$ cat src/rtl/mips_multicycle_ctrl_pkg.sv
// rtl/mips_multicycle_ctrl_pkg.sv - states, opcodes and control encodings for the multi-cycle MIPS controller
package mips_ctrl_pkg;

    typedef enum logic [3:0] {
        S_IDLE     = 4'd0,
        S_FETCH    = 4'd1,
        S_DECODE   = 4'd2,
        S_MEM_ADDR = 4'd3,
        S_MEM_RD   = 4'd4,
        S_MEM_WB   = 4'd5,
        S_MEM_WR   = 4'd6,
        S_EXEC_R   = 4'd7,
        S_R_WB     = 4'd8,
        S_BRANCH   = 4'd9,
        S_JUMP     = 4'd10,
        S_HALT     = 4'd11,
        S_ADDI_EX  = 4'd12,
        S_ADDI_WB  = 4'd13
    } state_e;

    localparam logic [5:0] OP_RTYPE = 6'h00;
    localparam logic [5:0] OP_J     = 6'h02;
    localparam logic [5:0] OP_BEQ   = 6'h04;
    localparam logic [5:0] OP_ADDI  = 6'h08;
    localparam logic [5:0] OP_LW    = 6'h23;
    localparam logic [5:0] OP_SW    = 6'h2B;

    localparam logic [1:0] ALU_ADD   = 2'b00;
    localparam logic [1:0] ALU_SUB   = 2'b01;
    localparam logic [1:0] ALU_FUNCT = 2'b10;

    localparam logic [1:0] SRCB_REG    = 2'b00;
    localparam logic [1:0] SRCB_FOUR   = 2'b01;
    localparam logic [1:0] SRCB_IMM    = 2'b10;
    localparam logic [1:0] SRCB_IMM_SH = 2'b11;

    localparam logic [1:0] PCSRC_ALU    = 2'b00;
    localparam logic [1:0] PCSRC_ALUOUT = 2'b01;
    localparam logic [1:0] PCSRC_JUMP   = 2'b10;

    typedef struct packed {
        logic       pc_write;
        logic       ir_write;
        logic       iord;
        logic       mem_read;
        logic       mem_write;
        logic       mem_to_reg;
        logic       reg_dst;
        logic       reg_write;
        logic       alu_src_a;
        logic [1:0] alu_src_b;
        logic [1:0] alu_op;
        logic [1:0] pc_source;
    } ctl_t;

    // States that wait on the memory handshake and are guarded by the timeout.
    function automatic logic is_mem_state(state_e s);
        return (s == S_FETCH) || (s == S_MEM_RD) || (s == S_MEM_WR);
    endfunction

endpackage

$ cat src/rtl/mips_multicycle_ctrl_if.sv
// rtl/mips_multicycle_ctrl_if.sv - controller-to-datapath signal bundle
interface mips_multicycle_ctrl_if;
    logic [5:0] opcode;
    logic       zero;
    logic       mem_ready;
    logic       pc_write;
    logic       ir_write;
    logic       iord;
    logic       mem_read;
    logic       mem_write;
    logic       mem_to_reg;
    logic       reg_dst;
    logic       reg_write;
    logic       alu_src_a;
    logic [1:0] alu_src_b;
    logic [1:0] alu_op;
    logic [1:0] pc_source;
    logic       error;
    logic [3:0] state;

    modport master (
        input  opcode, zero, mem_ready,
        output pc_write, ir_write, iord, mem_read, mem_write, mem_to_reg,
               reg_dst, reg_write, alu_src_a, alu_src_b, alu_op, pc_source,
               error, state
    );

    modport slave (
        output opcode, zero, mem_ready,
        input  pc_write, ir_write, iord, mem_read, mem_write, mem_to_reg,
               reg_dst, reg_write, alu_src_a, alu_src_b, alu_op, pc_source,
               error, state
    );
endinterface

$ cat src/rtl/mips_multicycle_ctrl_outdec.sv
// rtl/mips_multicycle_ctrl_outdec.sv - combinational decode of state, zero and mem_ready into control outputs
module mips_ctrl_outdec
    import mips_ctrl_pkg::*;
(
    input  state_e state_i,
    input  logic   zero_i,
    input  logic   mem_ready_i,
    output ctl_t   ctl_o
);

    always_comb begin
        ctl_o = '0;
        case (state_i)
            S_FETCH: begin
                ctl_o.mem_read  = 1'b1;
                ctl_o.alu_src_b = SRCB_FOUR;
                ctl_o.alu_op    = ALU_ADD;
                ctl_o.pc_source = PCSRC_ALU;
                // IR and PC load only on the cycle the instruction word arrives.
                ctl_o.ir_write  = mem_ready_i;
                ctl_o.pc_write  = mem_ready_i;
            end
            S_DECODE: begin
                ctl_o.alu_src_b = SRCB_IMM_SH;
                ctl_o.alu_op    = ALU_ADD;
            end
            S_MEM_ADDR, S_ADDI_EX: begin
                ctl_o.alu_src_a = 1'b1;
                ctl_o.alu_src_b = SRCB_IMM;
                ctl_o.alu_op    = ALU_ADD;
            end
            S_MEM_RD: begin
                ctl_o.mem_read = 1'b1;
                ctl_o.iord     = 1'b1;
            end
            S_MEM_WB: begin
                ctl_o.reg_write  = 1'b1;
                ctl_o.mem_to_reg = 1'b1;
            end
            S_MEM_WR: begin
                ctl_o.mem_write = 1'b1;
                ctl_o.iord      = 1'b1;
            end
            S_EXEC_R: begin
                ctl_o.alu_src_a = 1'b1;
                ctl_o.alu_src_b = SRCB_REG;
                ctl_o.alu_op    = ALU_FUNCT;
            end
            S_R_WB: begin
                ctl_o.reg_write = 1'b1;
                ctl_o.reg_dst   = 1'b1;
            end
            S_ADDI_WB: ctl_o.reg_write = 1'b1;
            S_BRANCH: begin
                ctl_o.alu_src_a = 1'b1;
                ctl_o.alu_src_b = SRCB_REG;
                ctl_o.alu_op    = ALU_SUB;
                ctl_o.pc_source = PCSRC_ALUOUT;
                ctl_o.pc_write  = zero_i;
            end
            S_JUMP: begin
                ctl_o.pc_write  = 1'b1;
                ctl_o.pc_source = PCSRC_JUMP;
            end
            default: ;
        endcase
    end

endmodule

$ cat src/rtl/mips_multicycle_ctrl.sv
// rtl/mips_multicycle_ctrl.sv - multi-cycle MIPS control FSM with memory-wait timeout; MIPS_CTRL_ADDI_EN enables addi
module mips_multicycle_ctrl
    import mips_ctrl_pkg::*;
#(
    parameter int MEM_TIMEOUT = 15
) (
    input  logic                  clk,
    input  logic                  rst_n,
    mips_multicycle_ctrl_if.master bus
);

    localparam bit         TMO_EN   = (MEM_TIMEOUT != 0);
    localparam logic [3:0] TMO_LAST = 4'(MEM_TIMEOUT - 1);

    state_e     state_q, state_d;
    logic [3:0] wait_q, wait_d;
    logic       error_q, error_d;
    ctl_t       ctl;

    always_ff @(posedge clk or negedge rst_n) begin
        if (!rst_n) begin
            state_q <= S_IDLE;
            wait_q  <= '0;
            error_q <= 1'b0;
        end else begin
            state_q <= state_d;
            wait_q  <= wait_d;
            error_q <= error_d;
        end
    end

    always_comb begin
        state_d = state_q;
        error_d = error_q;
        wait_d  = '0;
        case (state_q)
            S_IDLE:   state_d = S_FETCH;
            S_FETCH:  if (bus.mem_ready) state_d = S_DECODE;
            S_DECODE: begin
                case (bus.opcode)
                    OP_LW, OP_SW: state_d = S_MEM_ADDR;
                    OP_RTYPE:     state_d = S_EXEC_R;
                    OP_BEQ:       state_d = S_BRANCH;
                    OP_J:         state_d = S_JUMP;
`ifdef MIPS_CTRL_ADDI_EN
                    OP_ADDI:      state_d = S_ADDI_EX;
`endif
                    default: begin
                        state_d = S_HALT;
                        error_d = 1'b1;
                    end
                endcase
            end
            S_MEM_ADDR: state_d = (bus.opcode == OP_SW) ? S_MEM_WR : S_MEM_RD;
            S_MEM_RD:   if (bus.mem_ready) state_d = S_MEM_WB;
            S_MEM_WR:   if (bus.mem_ready) state_d = S_FETCH;
            S_EXEC_R:   state_d = S_R_WB;
            S_ADDI_EX:  state_d = S_ADDI_WB;
            S_MEM_WB, S_R_WB, S_ADDI_WB, S_BRANCH, S_JUMP: state_d = S_FETCH;
            S_HALT:     state_d = S_HALT;
            default:    state_d = S_IDLE;
        endcase

        // The counter only survives while a memory state keeps waiting; any exit clears it.
        if (is_mem_state(state_q) && !bus.mem_ready) begin
            if (TMO_EN && (wait_q == TMO_LAST)) begin
                state_d = S_HALT;
                error_d = 1'b1;
            end else begin
                wait_d = (wait_q == 4'hF) ? wait_q : wait_q + 4'd1;
            end
        end
    end

    mips_ctrl_outdec u_outdec (
        .state_i     (state_q),
        .zero_i      (bus.zero),
        .mem_ready_i (bus.mem_ready),
        .ctl_o       (ctl)
    );

    assign bus.pc_write   = ctl.pc_write;
    assign bus.ir_write   = ctl.ir_write;
    assign bus.iord       = ctl.iord;
    assign bus.mem_read   = ctl.mem_read;
    assign bus.mem_write  = ctl.mem_write;
    assign bus.mem_to_reg = ctl.mem_to_reg;
    assign bus.reg_dst    = ctl.reg_dst;
    assign bus.reg_write  = ctl.reg_write;
    assign bus.alu_src_a  = ctl.alu_src_a;
    assign bus.alu_src_b  = ctl.alu_src_b;
    assign bus.alu_op     = ctl.alu_op;
    assign bus.pc_source  = ctl.pc_source;
    assign bus.error      = error_q;
    assign bus.state      = state_q;

endmodule

$ cat src/flat_wrapper.sv
// flat-port wrapper written by rule: the top's interface ports become plain ports
module mips_multicycle_ctrl_flat import mips_ctrl_pkg::*;
#(
    parameter int MEM_TIMEOUT = 15
)
  (clk, rst_n, bus_opcode, bus_zero, bus_mem_ready, bus_pc_write, bus_ir_write, bus_iord, bus_mem_read, bus_mem_write, bus_mem_to_reg, bus_reg_dst, bus_reg_write, bus_alu_src_a, bus_alu_src_b, bus_alu_op, bus_pc_source, bus_error, bus_state);
  mips_multicycle_ctrl_if bus_i ();
  input  logic clk;
  input  logic rst_n;
  input wire logic [$bits(bus_i.opcode)-1:0] bus_opcode;
  input wire logic [$bits(bus_i.zero)-1:0] bus_zero;
  input wire logic [$bits(bus_i.mem_ready)-1:0] bus_mem_ready;
  output wire logic [$bits(bus_i.pc_write)-1:0] bus_pc_write;
  output wire logic [$bits(bus_i.ir_write)-1:0] bus_ir_write;
  output wire logic [$bits(bus_i.iord)-1:0] bus_iord;
  output wire logic [$bits(bus_i.mem_read)-1:0] bus_mem_read;
  output wire logic [$bits(bus_i.mem_write)-1:0] bus_mem_write;
  output wire logic [$bits(bus_i.mem_to_reg)-1:0] bus_mem_to_reg;
  output wire logic [$bits(bus_i.reg_dst)-1:0] bus_reg_dst;
  output wire logic [$bits(bus_i.reg_write)-1:0] bus_reg_write;
  output wire logic [$bits(bus_i.alu_src_a)-1:0] bus_alu_src_a;
  output wire logic [$bits(bus_i.alu_src_b)-1:0] bus_alu_src_b;
  output wire logic [$bits(bus_i.alu_op)-1:0] bus_alu_op;
  output wire logic [$bits(bus_i.pc_source)-1:0] bus_pc_source;
  output wire logic [$bits(bus_i.error)-1:0] bus_error;
  output wire logic [$bits(bus_i.state)-1:0] bus_state;
  assign bus_i.opcode = bus_opcode;
  assign bus_i.zero = bus_zero;
  assign bus_i.mem_ready = bus_mem_ready;
  assign bus_pc_write = bus_i.pc_write;
  assign bus_ir_write = bus_i.ir_write;
  assign bus_iord = bus_i.iord;
  assign bus_mem_read = bus_i.mem_read;
  assign bus_mem_write = bus_i.mem_write;
  assign bus_mem_to_reg = bus_i.mem_to_reg;
  assign bus_reg_dst = bus_i.reg_dst;
  assign bus_reg_write = bus_i.reg_write;
  assign bus_alu_src_a = bus_i.alu_src_a;
  assign bus_alu_src_b = bus_i.alu_src_b;
  assign bus_alu_op = bus_i.alu_op;
  assign bus_pc_source = bus_i.pc_source;
  assign bus_error = bus_i.error;
  assign bus_state = bus_i.state;
  mips_multicycle_ctrl #(.MEM_TIMEOUT(MEM_TIMEOUT)) u_core (.clk(clk), .rst_n(rst_n), .bus(bus_i));
endmodule
$ cat config.mk
export PLATFORM = sky130hd
export DESIGN_NAME = mips_multicycle_ctrl_flat
export DESIGN_NICKNAME = d
export VERILOG_FILES = /design/src/rtl/mips_multicycle_ctrl_pkg.sv /design/src/rtl/mips_multicycle_ctrl_if.sv /design/src/rtl/mips_multicycle_ctrl_outdec.sv /design/src/rtl/mips_multicycle_ctrl.sv /design/src/flat_wrapper.sv
export SDC_FILE = /design/constraint.sdc
export NUM_CORES = 1
export LEC_CHECK = 0
export BUFFER_PORTS_ARGS = -buffer_cell sky130_fd_sc_hd__clkbuf_2
export CORE_MARGIN = 2
export CORE_UTILIZATION = 47
export CTS_CLUSTER_DIAMETER = 80
export CTS_CLUSTER_SIZE = 16
export DETAILED_ROUTE_END_ITERATION = 16
export PLACE_DENSITY = 0.77
export RECOVER_POWER = 25
export SYNTH_ARGS = -nofsm -noshare
export SYNTH_HDL_FRONTEND = slang
export SYNTH_SLANG_ARGS = --single-unit
$ cat constraint.sdc
create_clock -name clk -period 1.65 [get_ports clk]
set_input_delay 0.33 -clock clk [delete_from_list [all_inputs] [get_ports clk]]
set_output_delay 0.33 -clock clk [all_outputs]
set_load 0.02 [all_outputs]
==> summary.md <==
| Metric | Value |
|---|---|
| I/O pins | 30 |
| Critical path class | flip-flop to output port |
| DR pass1 iterations | 4 |
| Largest net degree at the start of global routing | 10 |
| Synth Instances | 103 |
| Most common cell after layout, fill and taps aside | buf_4 |
| Met2 usage | 0.4657 |
| Critical Path End Type | output port |
| Tot GR Track Use | 0.2705 |
| Die area | 0.002021 sq mm |
| GR Util met3 | 0.02800 |
| Status | complete, but fails checks |
| H-tree Lvls | 1 |
| CP Cell Sequence | nand2b_4 -> nor3b_2 -> buf_4 -> a21o_1 -> clkbuf_8 |
| DRT iter0 DRCs | 29 |
| Slowest-stage cell, CP | dfrtp_2 |
| Via count | 1014 |
| Clk Latency, worst-skew pair | 0.25 ns |
| Core Util, Final | 0.8669 |
| Share of cells above drive strength 1 | 0.5128 |
| Initial Util | 0.5114 |
| Final Hold Viols | 0 |
| Antenna diode count | 0 |
| Clock root cell | clkbuf_4 |
| Failing checks | setup timing |
| Final Skew | 0.003844 ns |
| CP arrival | 1.43 ns |
| Syn Area/Cell | 7.653 sq um |
| Synth Cell Area | 788.3 sq um |
| Top FF cell, synth | dfrtp_1 |
| Core ar. | 0.001541 sq mm |
| Layout area overhead | 69.52% |
| Global-route wire length before repair | 3995 microns |
| Die height | 44.95 microns |
| Seq/Total Area, Yosys | 0.2857 |
| Worst hold path class | input pin to flip-flop |
| Die width | 44.95 microns |
| Global routing's busiest layer | met2 |
| Sink Count | 9 |
| Final slew viol count | 0 |
| Cell taking the most area after synthesis | dfrtp_1 |
| CP Max Fanout | 6 |
| Power Dens Cells | 1675 mW/mm^2 |
| Async S/R FF share, synth | 1.000 |
| Drt drc | 0 |
| Tcrit/Tclk final | 1.068 |
| Synthesized net count | 115 |
| Tmin final | 1.761 ns |
| Flop2flop setup slack | 0.05 ns |
| Max stage delay on crit path | 0.45 ns |
| Row cnt | 14 |
| CTS tree | yes |
| Post-route ant nets | 0 |
| Slew HR | 0.6899 |
| DP Wirelength | 1689 microns |
| Top cells by area, synth | dfrtp_1 (29%), nor2_1 (7.1%), nand2b_1 (5.6%), a21oi_1 (4.4%), nand2_1 (4.3%) |
| Global route overflow | 0 |
| Synth Warn # | 0 |
| Fmax | 567.7 MHz |
| Final setup viols | 7 |
| Clock slew at reported path FFs | 0.06 ns |
| Crit start category | flip-flop |
| Max clock buf depth | 2 |
| FF+latch count, synth | 9 |
| CP Data Required Time | 1.32 ns |
| Grt met1 use | 0.3588 |
| Post-synth EDFFs | 0 |
| Layout Nets | 169 |
| Vias in the first global route | 926 |
| Post-detailed-route wirelength per cell | 15.61 microns |
| Final WS setup | -0.1115 ns |
| Synth top area share | 0.2857 |
| Netlist cell types | 35 |
| RSZ-0062 raised after global routing | true |
| Initial antenna violation count | 0 |
| Routed WL | 2685 microns |
| GPL Wtd Cong | 0.8058 |
| CTS Buf Count | 3 |
| I/O Buffers | 29 |
| Pleak | 0.6661 nW |
| Worst hold margin | 0.4831 ns |
| Max-cap violations | 0 |
| Setup TNS | -0.5188 ns |
| Routed vias/inst | 5.895 |
| Least-Margin Pin Slew | 0.4651 ns |
| Pre-CTS WS | 0.06838 ns |
| Highest ir drop seen on vdd | 1.039 mV |
| Commonest non-fill, non-tap cells in the layout | buf_4 (21), clkbuf_2 (20), nor2_1 (8), nand2_1 (7), a21oi_1 (6) |
## worst max-delay path, delay by kind of cell (launching register included)
kind                   cells  cell delay, ns
AO/OA/AOI/OAI              1            0.10
buffers and inverters      2            0.29
flip-flops                 1            0.45
AND/OR/NAND/NOR            2            0.33
## metrics by stage
| step | cells | total power [mW] | area (sq um) |
|---|---|---|---|
| 3_3_place_gp | 156 | 1.585 | 1067 |
| 3_5_place_dp | 156 | 1.632 | 1067 |
| 2_1_floorplan | 103 | 1.168 | 815.8 |
| 6_report | 172 | 2.239 | 1336 |
| 5_1_grt | 172 | 2.384 | 1336 |
| 4_1_cts | 170 | 2.088 | 1264 |
## final timing paths
kind	depth (start not counted)	startpoint	to
min in group asynchronous	2	rst_n	u_core.wait_q[1]$_DFFE_PN0P_
max in group asynchronous	2	rst_n	u_core.bus.state[1]$_DFF_PN0_
worst min-delay path	3	bus_opcode[2]	u_core.bus.state[3]$_DFF_PN0_
worst min register to register	2	u_core.bus.error$_DFF_PN0_	u_core.bus.error$_DFF_PN0_
worst max-delay path	5	u_core.bus.state[0]$_DFF_PN0_	bus_alu_src_a
worst max register to register	5	u_core.bus.state[0]$_DFF_PN0_	u_core.bus.state[1]$_DFF_PN0_
## what timing repair did
item                                    CTS  global route
pin swaps                                 3             7
endpoints found under the hold margin     9             0
gates resized for setup                  25            17
endpoints found under the setup margin   14            15
buffers inserted                         10             2
hold buffers                              1             0
## flip-flops by register name (all words and copies together) (netlist names)
signal,count
u_core.bus.error,1
u_core.bus.state,4
u_core.wait_q,4
## layout make-up
| class | instances | area (sq um) |
|---|---|---|
| Clock buffer | 4 | 26.28 |
| Fill cell | 80 | 205.2 |
| Inverter | 5 | 18.77 |
| Multi-Input combinational cell | 85 | 644.4 |
| Sequential cell | 9 | 230.2 |
| Tap cell | 16 | 20.02 |
| Timing Repair Buffer | 53 | 396.6 |
## metal layers
| metal | wire length [microns] | vias to the layer above |
|---|---|---|
| li1 | - | 491 |
| met1 | 1137 | 485 |
| met2 | 1437 | 38 |
| met3 | 110 | 0 |
| met4 | 0 | 0 |
| met5 | 0 | - |
## kinds of logic after synthesis
kind of cell	share of synthesized area
AO/OA/AOI/OAI	0.2683
buffers and inverters	0.04444
adder cells (fa/ha/maj)	0.03174
flip-flops	0.2857
AND/OR/NAND/NOR	0.3460
XOR/XNOR	0.01111
multiplexers	0.01270
## power breakdown
part / switching, mW / internal [mW]
logic: 0.879 / 0.807
registers: 0.107 / 0.286
clock network: 0.0671 / 0.0925
total: 1.05 / 1.19
## synth_stat cells, types with 2 or more instances
cell / count
a21o_1: 3
a21oi_1: 7
a311oi_1: 3
a31oi_1: 4
clkbuf_1: 3
dfrtp_1: 9
ha_1: 2
inv_1: 5
nand2_1: 9
nand2b_1: 7
nor2_1: 15
nor3_1: 4
nor3b_1: 3
nor4_1: 2
o211a_1: 2
o211ai_1: 4
o21ai_0: 2
or4_1: 2
Note: power is estimated with default switching activity, not from simulation.
